--- src/rtl/oneway_packet_transmitter_pkg.sv ---
// rtl/oneway_packet_transmitter_pkg.sv - shared constants, tx state enum and packet-count helper
package oneway_packet_transmitter_pkg;

    localparam int MESSAGE_SIZE = 16;

    typedef enum logic [1:0] {
        IDLE  = 2'd0,
        SETUP = 2'd1,
        PULSE = 2'd2,
        GAP   = 2'd3
    } tx_state_t;

    // Number of packets needed to carry msg_w bits in pkt_w-bit slices
    function automatic int calc_npkt(input int msg_w, input int pkt_w);
        return (msg_w + pkt_w - 1) / pkt_w;
    endfunction

endpackage

--- src/rtl/oneway_packet_transmitter_if.sv ---
// rtl/oneway_packet_transmitter_if.sv - datagram load handshake and packet link signals
interface oneway_packet_transmitter_if #(
    parameter int MSG_W = 16,
    parameter int PKT_W = 6
);
    logic             load;
    logic [MSG_W-1:0] datagram_in;
    logic             ready;
    logic [PKT_W-1:0] packet_out;
    logic             packet_parity;
    logic             packet_pulse;
    logic             transmit_ctrl;
    logic             done;

    modport master (
        output load, datagram_in,
        input  ready, packet_out, packet_parity, packet_pulse, transmit_ctrl, done
    );

    modport slave (
        input  load, datagram_in,
        output ready, packet_out, packet_parity, packet_pulse, transmit_ctrl, done
    );
endinterface

--- src/rtl/oneway_packet_transmitter_phase_timer.sv ---
// rtl/oneway_packet_transmitter_phase_timer.sv - loadable down-counter timing pulse and gap phases
module tx_phase_timer #(
    parameter int W = 1
) (
    input  logic         clk,
    input  logic         rst,
    input  logic         load_en,
    input  logic [W-1:0] load_val,
    output logic         tc
);
    logic [W-1:0] count;

    // Load the phase length minus one; count down and rest at zero
    always_ff @(posedge clk or posedge rst) begin
        if (rst) begin
            count <= '0;
        end else if (load_en) begin
            count <= load_val;
        end else if (count != '0) begin
            count <= count - W'(1);
        end
    end

    assign tc = (count == '0);
endmodule

--- src/rtl/oneway_packet_transmitter.sv ---
// rtl/oneway_packet_transmitter.sv - serialises a datagram LSB-first into strobed parity-protected packets
module oneway_packet_transmitter
    import oneway_packet_transmitter_pkg::*;
#(
    parameter int MSG_W        = MESSAGE_SIZE,
    parameter int PKT_W        = 6,
    parameter int PULSE_CYCLES = 1,
    parameter int GAP_CYCLES   = 1,
    parameter int PARITY_EN    = 1
) (
    input  logic                          clk_send,
    input  logic                          rst,
    oneway_packet_transmitter_if.slave    bus
);
    localparam int NPKT      = calc_npkt(MSG_W, PKT_W);
    localparam int BUF_W     = NPKT * PKT_W;
    localparam int CNT_W     = $clog2(NPKT + 1);
    localparam int PHASE_MAX = (PULSE_CYCLES > GAP_CYCLES) ? PULSE_CYCLES : GAP_CYCLES;
    localparam int PH_W      = $clog2(PHASE_MAX + 1);

    tx_state_t        state, state_n;
    logic [BUF_W-1:0] shift_buf;
    logic [CNT_W-1:0] pkt_cnt;
    logic             done_q;

    logic             accept;
    logic             advance;
    logic             finish;
    logic             tmr_load;
    logic [PH_W-1:0]  tmr_val;
    logic             tmr_tc;
    logic             last_pkt;

    assign last_pkt = (pkt_cnt == CNT_W'(NPKT - 1));

    tx_phase_timer #(
        .W (PH_W)
    ) u_phase_timer (
        .clk      (clk_send),
        .rst      (rst),
        .load_en  (tmr_load),
        .load_val (tmr_val),
        .tc       (tmr_tc)
    );

    // State register
    always_ff @(posedge clk_send or posedge rst) begin
        if (rst) begin
            state <= IDLE;
        end else begin
            state <= state_n;
        end
    end

    // Next-state logic plus the datapath strobes for accept/advance/finish
    always_comb begin
        state_n  = state;
        accept   = 1'b0;
        advance  = 1'b0;
        finish   = 1'b0;
        tmr_load = 1'b0;
        tmr_val  = '0;
        case (state)
            IDLE: begin
                if (bus.load) begin
                    accept  = 1'b1;
                    state_n = SETUP;
                end
            end
            SETUP: begin
                tmr_load = 1'b1;
                tmr_val  = PH_W'(PULSE_CYCLES - 1);
                state_n  = PULSE;
            end
            PULSE: begin
                if (tmr_tc) begin
                    tmr_load = 1'b1;
                    tmr_val  = PH_W'(GAP_CYCLES - 1);
                    state_n  = GAP;
                end
            end
            GAP: begin
                if (tmr_tc) begin
                    if (last_pkt) begin
                        finish  = 1'b1;
                        state_n = IDLE;
                    end else begin
                        advance = 1'b1;
                        state_n = SETUP;
                    end
                end
            end
            default: state_n = IDLE;
        endcase
    end

    // Shift buffer and packet counter; low PKT_W bits are the packet on the wire
    always_ff @(posedge clk_send or posedge rst) begin
        if (rst) begin
            shift_buf <= '0;
            pkt_cnt   <= '0;
        end else if (accept) begin
            shift_buf <= BUF_W'(bus.datagram_in);
            pkt_cnt   <= '0;
        end else if (advance) begin
            shift_buf <= shift_buf >> PKT_W;
            pkt_cnt   <= pkt_cnt + CNT_W'(1);
        end
    end

    // One-cycle completion pulse in the first idle cycle after the final gap
    always_ff @(posedge clk_send or posedge rst) begin
        if (rst) begin
            done_q <= 1'b0;
        end else begin
            done_q <= finish;
        end
    end

    assign bus.ready         = (state == IDLE);
    assign bus.transmit_ctrl = (state != IDLE);
    assign bus.packet_pulse  = (state == PULSE);
    assign bus.packet_out    = shift_buf[PKT_W-1:0];
    assign bus.packet_parity = (PARITY_EN != 0) ? ^shift_buf[PKT_W-1:0] : 1'b0;
    assign bus.done          = done_q;
endmodule

--- src/flat_wrapper.sv ---
// flat-port wrapper written by rule: the top's interface ports become plain ports
module oneway_packet_transmitter_flat import oneway_packet_transmitter_pkg::*;
#(
    parameter int MSG_W        = MESSAGE_SIZE,
    parameter int PKT_W        = 6,
    parameter int PULSE_CYCLES = 1,
    parameter int GAP_CYCLES   = 1,
    parameter int PARITY_EN    = 1
)
  (clk_send, rst, bus_load, bus_datagram_in, bus_ready, bus_packet_out, bus_packet_parity, bus_packet_pulse, bus_transmit_ctrl, bus_done);
  oneway_packet_transmitter_if #(.MSG_W(MSG_W), .PKT_W(PKT_W)) bus_i ();
  input  logic clk_send;
  input  logic rst;
  input wire logic [$bits(bus_i.load)-1:0] bus_load;
  input wire logic [$bits(bus_i.datagram_in)-1:0] bus_datagram_in;
  output wire logic [$bits(bus_i.ready)-1:0] bus_ready;
  output wire logic [$bits(bus_i.packet_out)-1:0] bus_packet_out;
  output wire logic [$bits(bus_i.packet_parity)-1:0] bus_packet_parity;
  output wire logic [$bits(bus_i.packet_pulse)-1:0] bus_packet_pulse;
  output wire logic [$bits(bus_i.transmit_ctrl)-1:0] bus_transmit_ctrl;
  output wire logic [$bits(bus_i.done)-1:0] bus_done;
  assign bus_i.load = bus_load;
  assign bus_i.datagram_in = bus_datagram_in;
  assign bus_ready = bus_i.ready;
  assign bus_packet_out = bus_i.packet_out;
  assign bus_packet_parity = bus_i.packet_parity;
  assign bus_packet_pulse = bus_i.packet_pulse;
  assign bus_transmit_ctrl = bus_i.transmit_ctrl;
  assign bus_done = bus_i.done;
  oneway_packet_transmitter #(.MSG_W(MSG_W), .PKT_W(PKT_W), .PULSE_CYCLES(PULSE_CYCLES), .GAP_CYCLES(GAP_CYCLES), .PARITY_EN(PARITY_EN)) u_core (.clk_send(clk_send), .rst(rst), .bus(bus_i));
endmodule
--- config.mk ---
export PLATFORM = sky130hd
export DESIGN_NAME = oneway_packet_transmitter_flat
export DESIGN_NICKNAME = d
export VERILOG_FILES = /design/src/rtl/oneway_packet_transmitter_pkg.sv /design/src/rtl/oneway_packet_transmitter_if.sv /design/src/rtl/oneway_packet_transmitter_phase_timer.sv /design/src/rtl/oneway_packet_transmitter.sv /design/src/flat_wrapper.sv
export SDC_FILE = /design/constraint.sdc
export NUM_CORES = 1
export LEC_CHECK = 0
export ABC_AREA = 0
export BUFFER_PORTS_ARGS = -buffer_cell sky130_fd_sc_hd__buf_4
export CAP_MARGIN = 20
export CORE_ASPECT_RATIO = 1.75
export CORE_MARGIN = 2
export CORE_UTILIZATION = 47
export CTS_BUF_LIST = sky130_fd_sc_hd__clkbuf_4 sky130_fd_sc_hd__clkbuf_8 sky130_fd_sc_hd__clkbuf_16
export DETAILED_ROUTE_END_ITERATION = 12
export PLACE_DENSITY_LB_ADDON = 0.2
export SYNTH_ARGS = -nofsm -noshare
export SYNTH_HDL_FRONTEND = slang
export SYNTH_HIERARCHICAL = 1
export SYNTH_SLANG_ARGS = --single-unit
--- constraint.sdc ---
create_clock -name clk_send -period 2 [get_ports clk_send]
set_input_delay 0.3 -clock clk_send [delete_from_list [all_inputs] [get_ports clk_send]]
set_output_delay 0.3 -clock clk_send [all_outputs]
set_load 0.01 [all_outputs]
==> summary.md <==
| Metric | Value |
|---|---|
| Clk Latency, worst-skew pair | `0.25 ns` |
| Synth Register Bits | `22` |
| Filler instances | `247` |
| RR Startpoint | `u_core/state[0]$_DFFE_PP0P_` |
| Fmax | `622.1 MHz` |
| Die Ht | `70.56 um` |
| Clock sinks | `22` |
| CTS tree | `yes` |
| Die width | `42.04 um` |
| Slew HR | `64.95%` |
| CP dominant cell by count | `xnor2_1` |
| Crit Path Class | `reg2out` |
| R2R Setup Slk | `0.44 ns` |
| Leading cell type in the layout, fill and taps excluded | `buf_4` |
| Setup clock skew after layout | `0.003100 ns` |
| WHS Path Cells | `3` |
| Final hold vios | `0` |
| Largest net degree at the start of global routing | `22` |
| Worst setup margin | `0.3925 ns` |
| First-pass GRT wire length | `3933 um` |
| Dpl hpwl | `1730 um` |
| Area growth syn-to-layout | `19.45%` |
| LEAKAGE | `0.7310 nW` |
| Worst path max stage delay | `0.40 ns` |
| Pwr/cell area | `1689 nW/um2` |
| CP Launch Type | `flip-flop` |
| Hold Crit Start | `bus_datagram_in[10]` |
| Final Core Density | `57.72%` |
| Min-Delay Path Class | `in2reg` |
| Synth top area share | `46.27%` |
| Max-cap violations | `0` |
| Initial antenna violation count | `0` |
| Die area | `2966 um2` |
| Clock root buffer | `clkbuf_8` |
| Mapped Avg Cell Area | `9.083 um2` |
| Synth Warn # | `6` |
| Antenna cells | `0` |
| Deepest clock path buffer count | `2` |
| RSZ-0062 raised after global routing | `false` |
| Port bufs | `29` |
| Mapped Nets | `157` |
| Slew Viols, Final | `0` |
| Rows | `24` |
| Count of cell types in the netlist | `25` |
| Worst-path cell chain | `xnor2_1, xnor2_1, xnor2_1, buf_4` |
| Final #Nets | `183` |
| Antenna-violating nets left | `0` |
| GRT Util Overall | `16.48%` |
| Setup TNS | `0 ns` |
| Synth top area cells | `dfrtp_1, a21oi_1, ha_1` |
| GP Congestion | `0.7295` |
| Setup WS pre-CTS | `0.4520 ns` |
| Final std cells w/o fill | `181` |
| CP arrival | `1.31 ns` |
| Pwr Total | `0.002401 W` |
| Tmin final | `1.607 ns` |
| Layout cells sized above 1 | `25.16%` |
| Total CTS buffers | `3` |
| Vias | `936` |
| Synthesized area | `1190 um2` |
| Vias per inst | `5.171` |
| Critical-path top delay cell | `dfrtp_1` |
| Period utilization | `80.37%` |
| Maximum vdd drop | `1.006 mV` |
| # H-tree levels | `1` |
| CP Max Fanout | `3` |
| Initial core utilization | `48.32%` |
| Iter 0 DRT Violations | `24` |
| Worst Hold Path EP | `u_core/shift_buf[10]$_DFFE_PP0P_` |
| Clock-pin slew on the worst setup and hold paths | `0.07 ns` |
| Commonest non-fill, non-tap cells in the layout | `buf_4, nand2_1, a21oi_1, dfrtp_1, nor2_1` |
| Final WL | `2295 um` |
| Placed Cells | `177` |
| Post-CTS setup buffer count | `0` |
| Status | `finished, final reports clean` |
| Post-synthesis cell count | `131` |
| Core ar. | `2462 um2` |
| Required @ worst endpoint | `1.70 ns` |
| Drt drc | `0` |
| Worst Setup End Kind | `output pin` |
| GR Overflow Total | `0` |
| Io pins | `30` |
| DR WL/cell | `12.68 um` |
| Finish-stage setup viols | `0` |
| R2R Path End | `u_core/shift_buf[12]$_DFFE_PP0P_` |
| Number of global-route vias before repair | `989` |
| Slew @ Worst Pin | `0.5245 ns` |
| Worst-case reg-to-reg path depth | `5` |
| Cell taking the most area after synthesis | `dfrtp_1` |
| Register area share after synthesis | `46.27%` |
| TritonRoute pass-1 iters | `4` |
power breakdown:
part	internal [W]	switching, W	total, W
sequential	0.000668	0.000146	0.000815
clock	0.000134	0.000128	0.000261
combinational	0.000647	0.000679	0.00133
total	0.00145	0.000952	0.00240
kinds of logic (layout without fill, tap and decap cells):
group                    after synthesis  after routing  share of synthesized area (%)
flip-flops                            22             22                          46.27
adder cells (fa/ha/maj)                7              7                          7.360
AO/OA/AOI/OAI                         28             28                          13.67
buffers and inverters                 19             43                          9.674
other                                  1              1                         0.3152
AND/OR/NAND/NOR                       48             48                          18.30
XOR/XNOR                               6              6                          4.416
how the worst max path moves through the flow:
stage	slack, ns	depth (start not counted)	end	start
2_1_floorplan	0.52	7	u_core/shift_buf[4]$_DFFE_PP0P_	u_core/state[0]$_DFFE_PP0P_
3_3_place_gp	0.53	5	u_core/shift_buf[12]$_DFFE_PP0P_	u_core/state[1]$_DFFE_PP0P_
3_5_place_dp	0.45	5	u_core/shift_buf[12]$_DFFE_PP0P_	u_core/state[0]$_DFFE_PP0P_
4_1_cts	0.35	4	bus_packet_parity	u_core/shift_buf[3]$_DFFE_PP0P_
5_1_grt	0.26	5	u_core/shift_buf[12]$_DFFE_PP0P_	u_core/state[1]$_DFFE_PP0P_
6_report	0.39	4	bus_packet_parity	u_core/shift_buf[3]$_DFFE_PP0P_
state kept, by name, summed over array words and instances, names as in the netlist:
register and flops:
u_core/bus.done 1, u_core/pkt_cnt 2, u_core/shift_buf 16, u_core/state 2
u_core/u_phase_timer/count 1
routing by layer:
| metal | GRT usage, % | routed length, um |
|---|---|---|
| met1 | 17.50 | 889 |
| met2 | 32.81 | 1300 |
| met4 | 5.208 | 21 |
| met3 | 1.531 | 84 |
| met5 | 0 | 0 |
Yosys cell counts:
cell and count:
conb_1 1, nor2b_1 1, a31o_2 1, o211ai_1 1, and2_1 2, nand3b_2 1, ha_1 7, buf_2 2
a211oi_2 1, nand2b_1 1, dfrtp_1 22, a21oi_1 22, xnor2_1 5, xor2_1 1, inv_1 8, and3_2 1
buf_4 7, o21bai_1 1, nand3_1 6, nor2_1 12, buf_6 2, and3b_4 1, a211oi_1 1, nand2_1 23
a32oi_1 1
per-stage QoR:
stage                     hold WS, ns  instance area [um2]
after global placement         0.1525                 1370
after CTS                      0.2438                 1421
final                          0.2420                 1421
after global routing           0.2526                 1421
after detailed placement       0.1561                 1370
after floorplan               0.02871                 1190
worst max-delay path: cells and delay by family, from the launching register on:
family    cells  cell delay, ns
xor+xnor      3            0.52
flops         1            0.40
buf+inv       1            0.13
layout make-up:
cell class | instances | area (um2) | share of cell area [%]
sequential | 22 | 550.5 | 38.73
multi-input combinational | 90 | 524.3 | 36.88
timing repair buffer | 32 | 242.7 | 17.08
clock buffer | 3 | 41.29 | 2.905
tap | 26 | 32.53 | 2.289
inverter | 8 | 30.03 | 2.113
timing repair:
| item | in CTS | in global routing |
|---|---|---|
| hold endpoints to repair | 1 | 0 |
| gates resized for setup | 0 | 0 |
| hold buffers | 1 | 0 |
Power figures use the tool's default switching activity.
